<file path="src/rtl/tartaruga_pkg.sv">
// Shared core types.
//   bus32_t       : 32-bit address/data bus word
//   instruction_t : 32-bit raw instruction word
//   fetch_entry_t : one fetch-queue slot, {pc, instr}
package tartaruga_pkg;

  typedef logic [31:0] bus32_t;
  typedef logic [31:0] instruction_t;

  typedef struct packed {
    bus32_t       pc;
    instruction_t instr;
  } fetch_entry_t;

endpackage

</file>
<file path="src/rtl/fetch_queue.sv">
// Instruction buffer between fetch and decode.
// Captures {pc, instr} whenever fetch presents a valid instruction. Entries are
// presented in order to decode through a valid/ready handshake. When the queue
// is full, stall_o holds fetch. A taken branch (flush_i) drops every buffered
// entry and any push or pop in the same cycle.
// Ports:
//   clk_i, rstn_i               clock, asynchronous active-low reset
//   flush_i                     taken branch
//   fetch_valid_i/pc_i/instr_i  fetch side input
//   stall_o                     queue full (registered state only)
//   dec_ready_i                 decode accepts the head entry
//   dec_valid_o/pc_o/instr_o    head entry, zero when the queue is empty
//   count_o                     occupancy, 0..DEPTH
module fetch_queue
  import tartaruga_pkg::*;
#(
  parameter int unsigned DEPTH = 4
) (
  input  logic                       clk_i,
  input  logic                       rstn_i,
  input  logic                       flush_i,
  input  logic                       fetch_valid_i,
  input  logic [31:0]                fetch_pc_i,
  input  logic [31:0]                fetch_instr_i,
  output logic                       stall_o,
  input  logic                       dec_ready_i,
  output logic                       dec_valid_o,
  output logic [31:0]                dec_pc_o,
  output logic [31:0]                dec_instr_o,
  output logic [$clog2(DEPTH):0]     count_o
);

  localparam int unsigned PW = $clog2(DEPTH);
  localparam int unsigned CW = PW + 1;

  fetch_entry_t    mem_q [DEPTH];
  fetch_entry_t    mem_d [DEPTH];
  logic [PW-1:0]   wr_ptr_q, wr_ptr_d;
  logic [PW-1:0]   rd_ptr_q, rd_ptr_d;
  logic [CW-1:0]   count_q,  count_d;

  logic            full;
  logic            not_empty;
  logic            push;
  logic            pop;
  fetch_entry_t    head;

  assign full      = (count_q == CW'(DEPTH));
  assign not_empty = (count_q != '0);

  // Full refuses a push even when a pop happens in the same cycle; fetch is
  // stalled and re-presents the instruction next cycle, so nothing is lost.
  assign push = fetch_valid_i & ~full & ~flush_i;
  assign pop  = not_empty & dec_ready_i & ~flush_i;

  always_comb begin
    mem_d    = mem_q;
    wr_ptr_d = wr_ptr_q;
    rd_ptr_d = rd_ptr_q;
    count_d  = count_q;
    if (flush_i) begin
      wr_ptr_d = '0;
      rd_ptr_d = '0;
      count_d  = '0;
    end else begin
      if (push) begin
        mem_d[wr_ptr_q] = '{pc: fetch_pc_i, instr: fetch_instr_i};
        wr_ptr_d        = wr_ptr_q + PW'(1);
      end
      if (pop) begin
        rd_ptr_d = rd_ptr_q + PW'(1);
      end
      unique case ({push, pop})
        2'b10:   count_d = count_q + CW'(1);
        2'b01:   count_d = count_q - CW'(1);
        default: count_d = count_q;
      endcase
    end
  end

  always_ff @(posedge clk_i or negedge rstn_i) begin
    if (!rstn_i) begin
      mem_q    <= '{default: '0};
      wr_ptr_q <= '0;
      rd_ptr_q <= '0;
      count_q  <= '0;
    end else begin
      mem_q    <= mem_d;
      wr_ptr_q <= wr_ptr_d;
      rd_ptr_q <= rd_ptr_d;
      count_q  <= count_d;
    end
  end

  always_comb begin
    head = not_empty ? mem_q[rd_ptr_q] : '0;
  end

  assign stall_o     = full;
  assign dec_valid_o = not_empty;
  assign dec_pc_o    = head.pc;
  assign dec_instr_o = head.instr;
  assign count_o     = count_q;

endmodule
</file>
<file path="config.mk">
export PLATFORM = sky130hd
export DESIGN_NAME = fetch_queue
export DESIGN_NICKNAME = d
export VERILOG_FILES = /design/src/rtl/tartaruga_pkg.sv /design/src/rtl/fetch_queue.sv
export SDC_FILE = /design/constraint.sdc
export NUM_CORES = 1
export LEC_CHECK = 0
export CORE_MARGIN = 2
export CORE_UTILIZATION = 50
export CTS_CLUSTER_SIZE = 28
export DETAILED_ROUTE_END_ITERATION = 16
export GPL_TIMING_DRIVEN = 1
export PLACE_DENSITY_LB_ADDON = 0.08
export SLEW_MARGIN = 20
export SYNTH_ARGS = -nofsm -noshare
export SYNTH_HDL_FRONTEND = slang
export SYNTH_SLANG_ARGS = --single-unit
export TNS_END_PERCENT = 30
</file>
<file path="constraint.sdc">
create_clock -name clk_i -period 2.45 [get_ports clk_i]
set_input_delay 0.49 -clock clk_i [delete_from_list [all_inputs] [get_ports clk_i]]
set_output_delay 0.49 -clock clk_i [all_outputs]
set_load 0.01 [all_outputs]
</file>
Word-level counts from Yosys, hierarchy flattened --
Cells that the tools add are included.
Storage, ports and cells: output and inout bits 69, word-level logic and storage cells 48, bits in registers 263
Operators by class: equal/unequal tests 3, add/subtract/negate cells 4, mux-type cells 13, magnitude comparators 3, reduce and logical (&&, ||, !) cells 6, bitwise gates (word level) 8
Operator list (count):
- $bwmux 256 | 1
- $mux 64 | 4
- $bmux 64 s2 | 1
- $demux 64 s2 | 1
- $mux 2 | 4
- $ge 3x3->1 const B | 2
- $not 2->3 | 2
- $pmux 3 s2 | 1
- $reduce_bool 3->1 | 2
- $add 2x1->2 const B | 2
- $and 1x1->1 | 4
- $reduce_bool 2->1 | 2
- $add 3x1->3 const B | 1
- $eq 3x3->1 const B | 1
- $lt 3x1->1 const B | 1
- $mux 3 | 1
- $sub 3x1->3 const B | 1
- $eq 2x1->1 const B | 1
- $eq 2x2->1 const B | 1
- $not 1->1 | 2
- $reduce_and 2->1 | 1
- $logic_and 1x1->1 | 1

Logic depth before layout (Yosys ltp) --
Gate-level depths: netlist (run 1).
depth after elaboration 7, mapped depth 8, gate-level depth less buffers 6

Least setup slack after synthesis (run 1) --
OpenSTA, ideal clock, no wires.
path kind register -> register, start register count_q[2] (netlist: count_o[2]), end register count_q[1] (netlist: count_o[1]), data arrival time 2.397 ns, path slack -0.072 ns, path buffers 2, library setup time 0.125 ns, period minus slack after synthesis 2.522 ns, cell stages (with the launch flop) 9, cells stage by stage dfrtp_1 clkbuf_1 or3_1 clkbuf_1 and4b_1 fa_1 nor2_1 o21a_1 a2111oi_0
On the way: longest elaborated chain between the ends 7, elaborated cells between the ends (all ways) 12
Ends and longest elaborated chain:
- start: declaration | RTL line fetch_queue.sv:40 | logic [CW-1:0] count_q, count_d;
- start signal: assignment | RTL line fetch_queue.sv:91 | count_q <= count_d;
- $eq 3x3->1 | RTL line fetch_queue.sv:48 | assign full = (count_q == CW'(DEPTH));
- $not 1->1 | RTL line fetch_queue.sv:53 | assign push = fetch_valid_i & ~full & ~flush_i;
- $and 1x1->1 (2 in a row) | RTL line fetch_queue.sv:53
- $eq 2x1->1 or $eq 2x2->1 (tied branches) | RTL line fetch_queue.sv:73 | unique case ({push, pop})
- $pmux 3 s2 | RTL line fetch_queue.sv:73
- $mux 3 | RTL line fetch_queue.sv:61 | if (flush_i) begin
Several ways; a longest one is shown, not always the timed one. A chain may end at the register's enable or synchronous reset.

Final worst setup path (run 1) --
start register rd_ptr_q[0], end output dec_instr_o[20]
On the way: longest elaborated chain between the ends 5
Ends and longest elaborated chain:
- start: declaration | RTL line fetch_queue.sv:39 | logic [PW-1:0] rd_ptr_q, rd_ptr_d;
- start signal: assignment | RTL line fetch_queue.sv:90 | rd_ptr_q <= rd_ptr_d;
- $not 2->3 (implied by the code) | RTL line fetch_queue.sv:96 | head = not_empty ? mem_q[rd_ptr_q] : '0;
- $bmux 64 s2 | RTL line fetch_queue.sv:96
- $mux 64 (implied by the code) (2 in a row) | RTL line fetch_queue.sv:96
- $mux 64 | RTL line fetch_queue.sv:96
- end: declaration | RTL line fetch_queue.sv:29 | output logic [31:0] dec_instr_o,
No other way between the ends. The select of a mux whose other input is x is not followed.

==> flow_metrics.py, run 1 <==
metrics = {
    "critical_path": {
        "crit_chain": "buf_6, clkbuf_16, mux4_2, and2_4, buf_6",
        "crit_type": "flip-flop to primary output",
        "path_delay_family": "flip-flops",
        "crit_path_frequent_cell": "buf_6",
        "cp_data_arrival_time_ns": 2.12,
        "crit_path_end_kind": "primary output",
        "required_ns": 1.96,
        "reg2reg_from": "count_o[2]$_DFFE_PN0P_",
        "critPathMaxStageDelay_ns": 0.50,
        "crit_path_top_delay_cell": "dfrtp_4",
        "reg2reg_depth": 6,
        "setup.worst_path.start_class": "flip-flop",
        "cp_max_fo": 5,
        "r2r-end": "count_o[1]$_DFFE_PN0P_",
        "critPathBufInv": 3,
        "r2r_slack_ns": 0.13,
    },
    "timing": {
        "tns_ns": -5.96,
        "fin_ws_ns": -0.156,
        "slew_headroom_pct": 68.1,
        "skew_ns": 0.0112,
        "drv_slew": 0,
        "post-route-period-util_pct": 106,
        "setup_violations": 64,
        "hold_violations": 0,
        "rsz0062_at_grt": "yes",
        "max_freq_mhz": 384,
        "period_needed_ns": 2.61,
        "worst_pin_slew_ns": 0.467,
        "fin_hold_ws_ns": 0.479,
    },
    "floorplanning": {
        "floorplan.initialDensity_pct": 50.5,
        "die_x_um": 163,
        "core_area_um2": 25000,
        "die_y_um": 163,
        "boundaryPins": 138,
        "die_area_um2": 26500,
        "rows": 58,
    },
    "cts": {
        "clockRootBuffer": "clkbuf_16",
        "numCtsBuffers": 30,
        "clkTransAtPathRegs_ns": 0.06,
        "cts_tree": "yes",
        "htreeDepth": 1,
        "cts_num_sinks": 263,
        "clock_latency_ns": 0.53,
        "cts.path.max_buffers": 3,
    },
    "drt": {
        "drt.antenna.violating_nets": 0,
        "wl_met2_um": 13500,
        "wl_met1_um": 11800,
        "top_layer_used": "met5",
        "viasPerCell": 5.50,
        "wl_met3_um": 1230,
        "drtPass1Iterations": 4,
        "drtIter0Drc": 378,
        "vias": 6934,
        "post-route-drc-count": 0,
        "wl_per_cell_um": 21.5,
        "wirelength_um": 27100,
    },
    "synthesis": {
        "yosys.area_share.xor_xnor_pct": 0.208,
        "synthSimpleGateAreaFrac_pct": 4.32,
        "synth.cell_area_um2": 12600,
        "avgSynthCellArea_um2": 16.7,
        "syn_nets": 829,
        "synth_top_family_by_area": "multiplexers",
        "ys_seq_area_share_pct": 52.2,
        "synthMuxAreaShare_pct": 38.0,
        "synth.ff_latch_count": 263,
        "synth_compound_area_share_pct": 0.983,
        "syn_inst": 755,
        "synth_cell_types": 39,
        "yosys_warnings": 0,
        "synthAdderAreaFrac_pct": 0.556,
    },
    "final_layout": {
        "seqCellArea_um2": 6590,
        "fill_cells": 1839,
        "postLayoutCellArea_um2": 15700,
        "nets": 985,
        "multi_input_area_um2": 5700,
        "synthToLayoutAreaGrowth_pct": 24.9,
        "fin_util_pct": 63.1,
        "final_layout_size_suffix_gt1_share_pct": 57.4,
        "diodes": 0,
    },
    "hold_path": {
        "hp-class": "input port to async pin",
    },
    "power_and_ir_drop": {
        "power-per-cell-area_nw_per_um2": 1010,
        "leakage_uw": 0.00710,
        "vdd_ir_drop_max_uv": 602,
        "p_total_uw": 15900,
    },
    "global_routing": {
        "grtUsageTotal_pct": 20.6,
        "grt_max_degree": 66,
        "grt_pass1_wl_um": 43200,
        "grt_antenna_before_repair": 1,
        "overflow": 0,
        "grt_pass1_vias": 7844,
    },
    "placed_design": {
        "place_hpwl_um": 16700,
        "port_buffers": 137,
        "postPlaceCellArea_um2": 14500,
        "place_congestion": 0.757,
    },
    "run_status": {
        "violations": "negative setup slack",
        "status": "finished with violations",
    },
    "job": {
        "cap_violations": 0,
    },
}
layer usage:
| layer | vias up | GRT usage, % |
|---|---|---|
| met1 | 3684 | 27.8 |
| met3 | 34 | 3.90 |
| met2 | 146 | 35.4 |
| met4 | 2 | 3.94 |
| met5 | - | 0 |
| li1 | 3068 | - |
final cells by class:
type / count / share of cell area, %
Clock buffer: 46 / 5.86
Clock inverter: 6 / 0.389
Inverter: 6 / 0.143
Multi-Input combinational cell: 432 / 36.2
Sequential cell: 263 / 41.9
Tap cell: 330 / 2.62
Timing Repair Buffer: 178 / 12.9
power by group:
group	switching [uW]	total, uW	internal, uW
clock	1700	4370	2670
sequential	743	6480	5740
combinational	1660	5090	3420
total	4110	15900	11800
Yosys cell counts (all sizes together):
cell	number	area (um^2)
clkbuf	19	71.3
mux4	64	1440
mux2	256	3330
o31ai	1	7.51
fa	1	20.0
a2bb2o	1	10.0
nand2b	2	12.5
a221oi	1	8.76
o21ai	4	20.0
nand3b	1	7.51
nor2b	1	6.26
and3	2	22.5
dfrtp	263	6580
and3b	1	8.76
a311oi	1	8.76
nand3	4	30.0
a2111oi	2	17.5
nor2	4	15.0
and2	64	400
nand2	2	7.51
mux2i	1	10.0
o21a	1	7.51
inv	6	22.5
or3	1	6.26
ha	4	50.1
o22ai	1	6.26
or3b	2	17.5
and4b	1	10.0
buf	35	382
o311ai	1	8.76
o2bb2ai	1	8.76
xor2	3	26.3
a21oi	4	20.0
worst max path at each step:
stage	startpoint	endpoint	cells after the start
6_report	rd_ptr_q[0]$_DFFE_PN0P_	dec_instr_o[20]	5
3_5_place_dp	fetch_valid_i	count_o[1]$_DFFE_PN0P_	7
5_1_grt	rd_ptr_q[0]$_DFFE_PN0P_	dec_instr_o[20]	5
4_1_cts	rd_ptr_q[0]$_DFFE_PN0P_	dec_instr_o[16]	4
2_1_floorplan	count_o[2]$_DFFE_PN0P_	count_o[1]$_DFFE_PN0P_	8
3_3_place_gp	fetch_valid_i	count_o[1]$_DFFE_PN0P_	7
layout by cell type (no fill, tap or decap), types with 2 or more instances in the layout:
master             n
a2111oi_0          2
a21oi_1            4
and2_1            10
and2_4            54
and3_4             2
buf_12            24
buf_2             12
buf_4             11
buf_6             54
clkbuf_1           6
clkbuf_16         33
clkbuf_8           9
clkdlybuf4s50_1   70
clkinv_2           3
dfrtp_1          261
dfrtp_4            2
ha_1               4
inv_1              5
mux2_2           136
mux2_4           120
mux4_2            64
nand2_1            2
nand2b_1           2
nand3_1            2
nand3_4            2
nor2_1             4
o21ai_0            4
xor2_1             3
kinds of logic after synthesis:
logic type / count (synthesis)
multiplexers: 321
AND/OR/NAND/NOR: 85
flip-flops: 263
AO/OA/AOI/OAI: 18
XOR/XNOR: 3
buffers and inverters: 60
adder cells (fa/ha/maj): 5
what timing repair did:
item	CTS	global route
endpoints found under the hold margin	56	0
buffers inserted	0	3
resized for setup	313	54
cloned	0	3
pin swaps	7	2
hold buffers	1	0
endpoints found under the setup margin	66	65
registers in the layout, indices dropped and copies added, names as in the netlist:
name and flops:
mem_q 256, count_o 3, rd_ptr_q 2, wr_ptr_q 2
per-stage QoR:
stage / instances / setup WS (ns)
after detailed placement: 1202 / -0.121
after floorplan: 755 / 0.0560
after global routing: 1261 / -0.216
after global placement: 1202 / 0.00727
after CTS: 1255 / -0.330
final: 1261 / -0.156
(Power assumes the default switching activity.)
==> run 2, diff against run 1 <==
- GPL_ROUTABILITY_DRIVEN: unset -> 0
==> results of run 2 <==
Same layout as run 1: the final DEF is identical, and so are final timing and power.
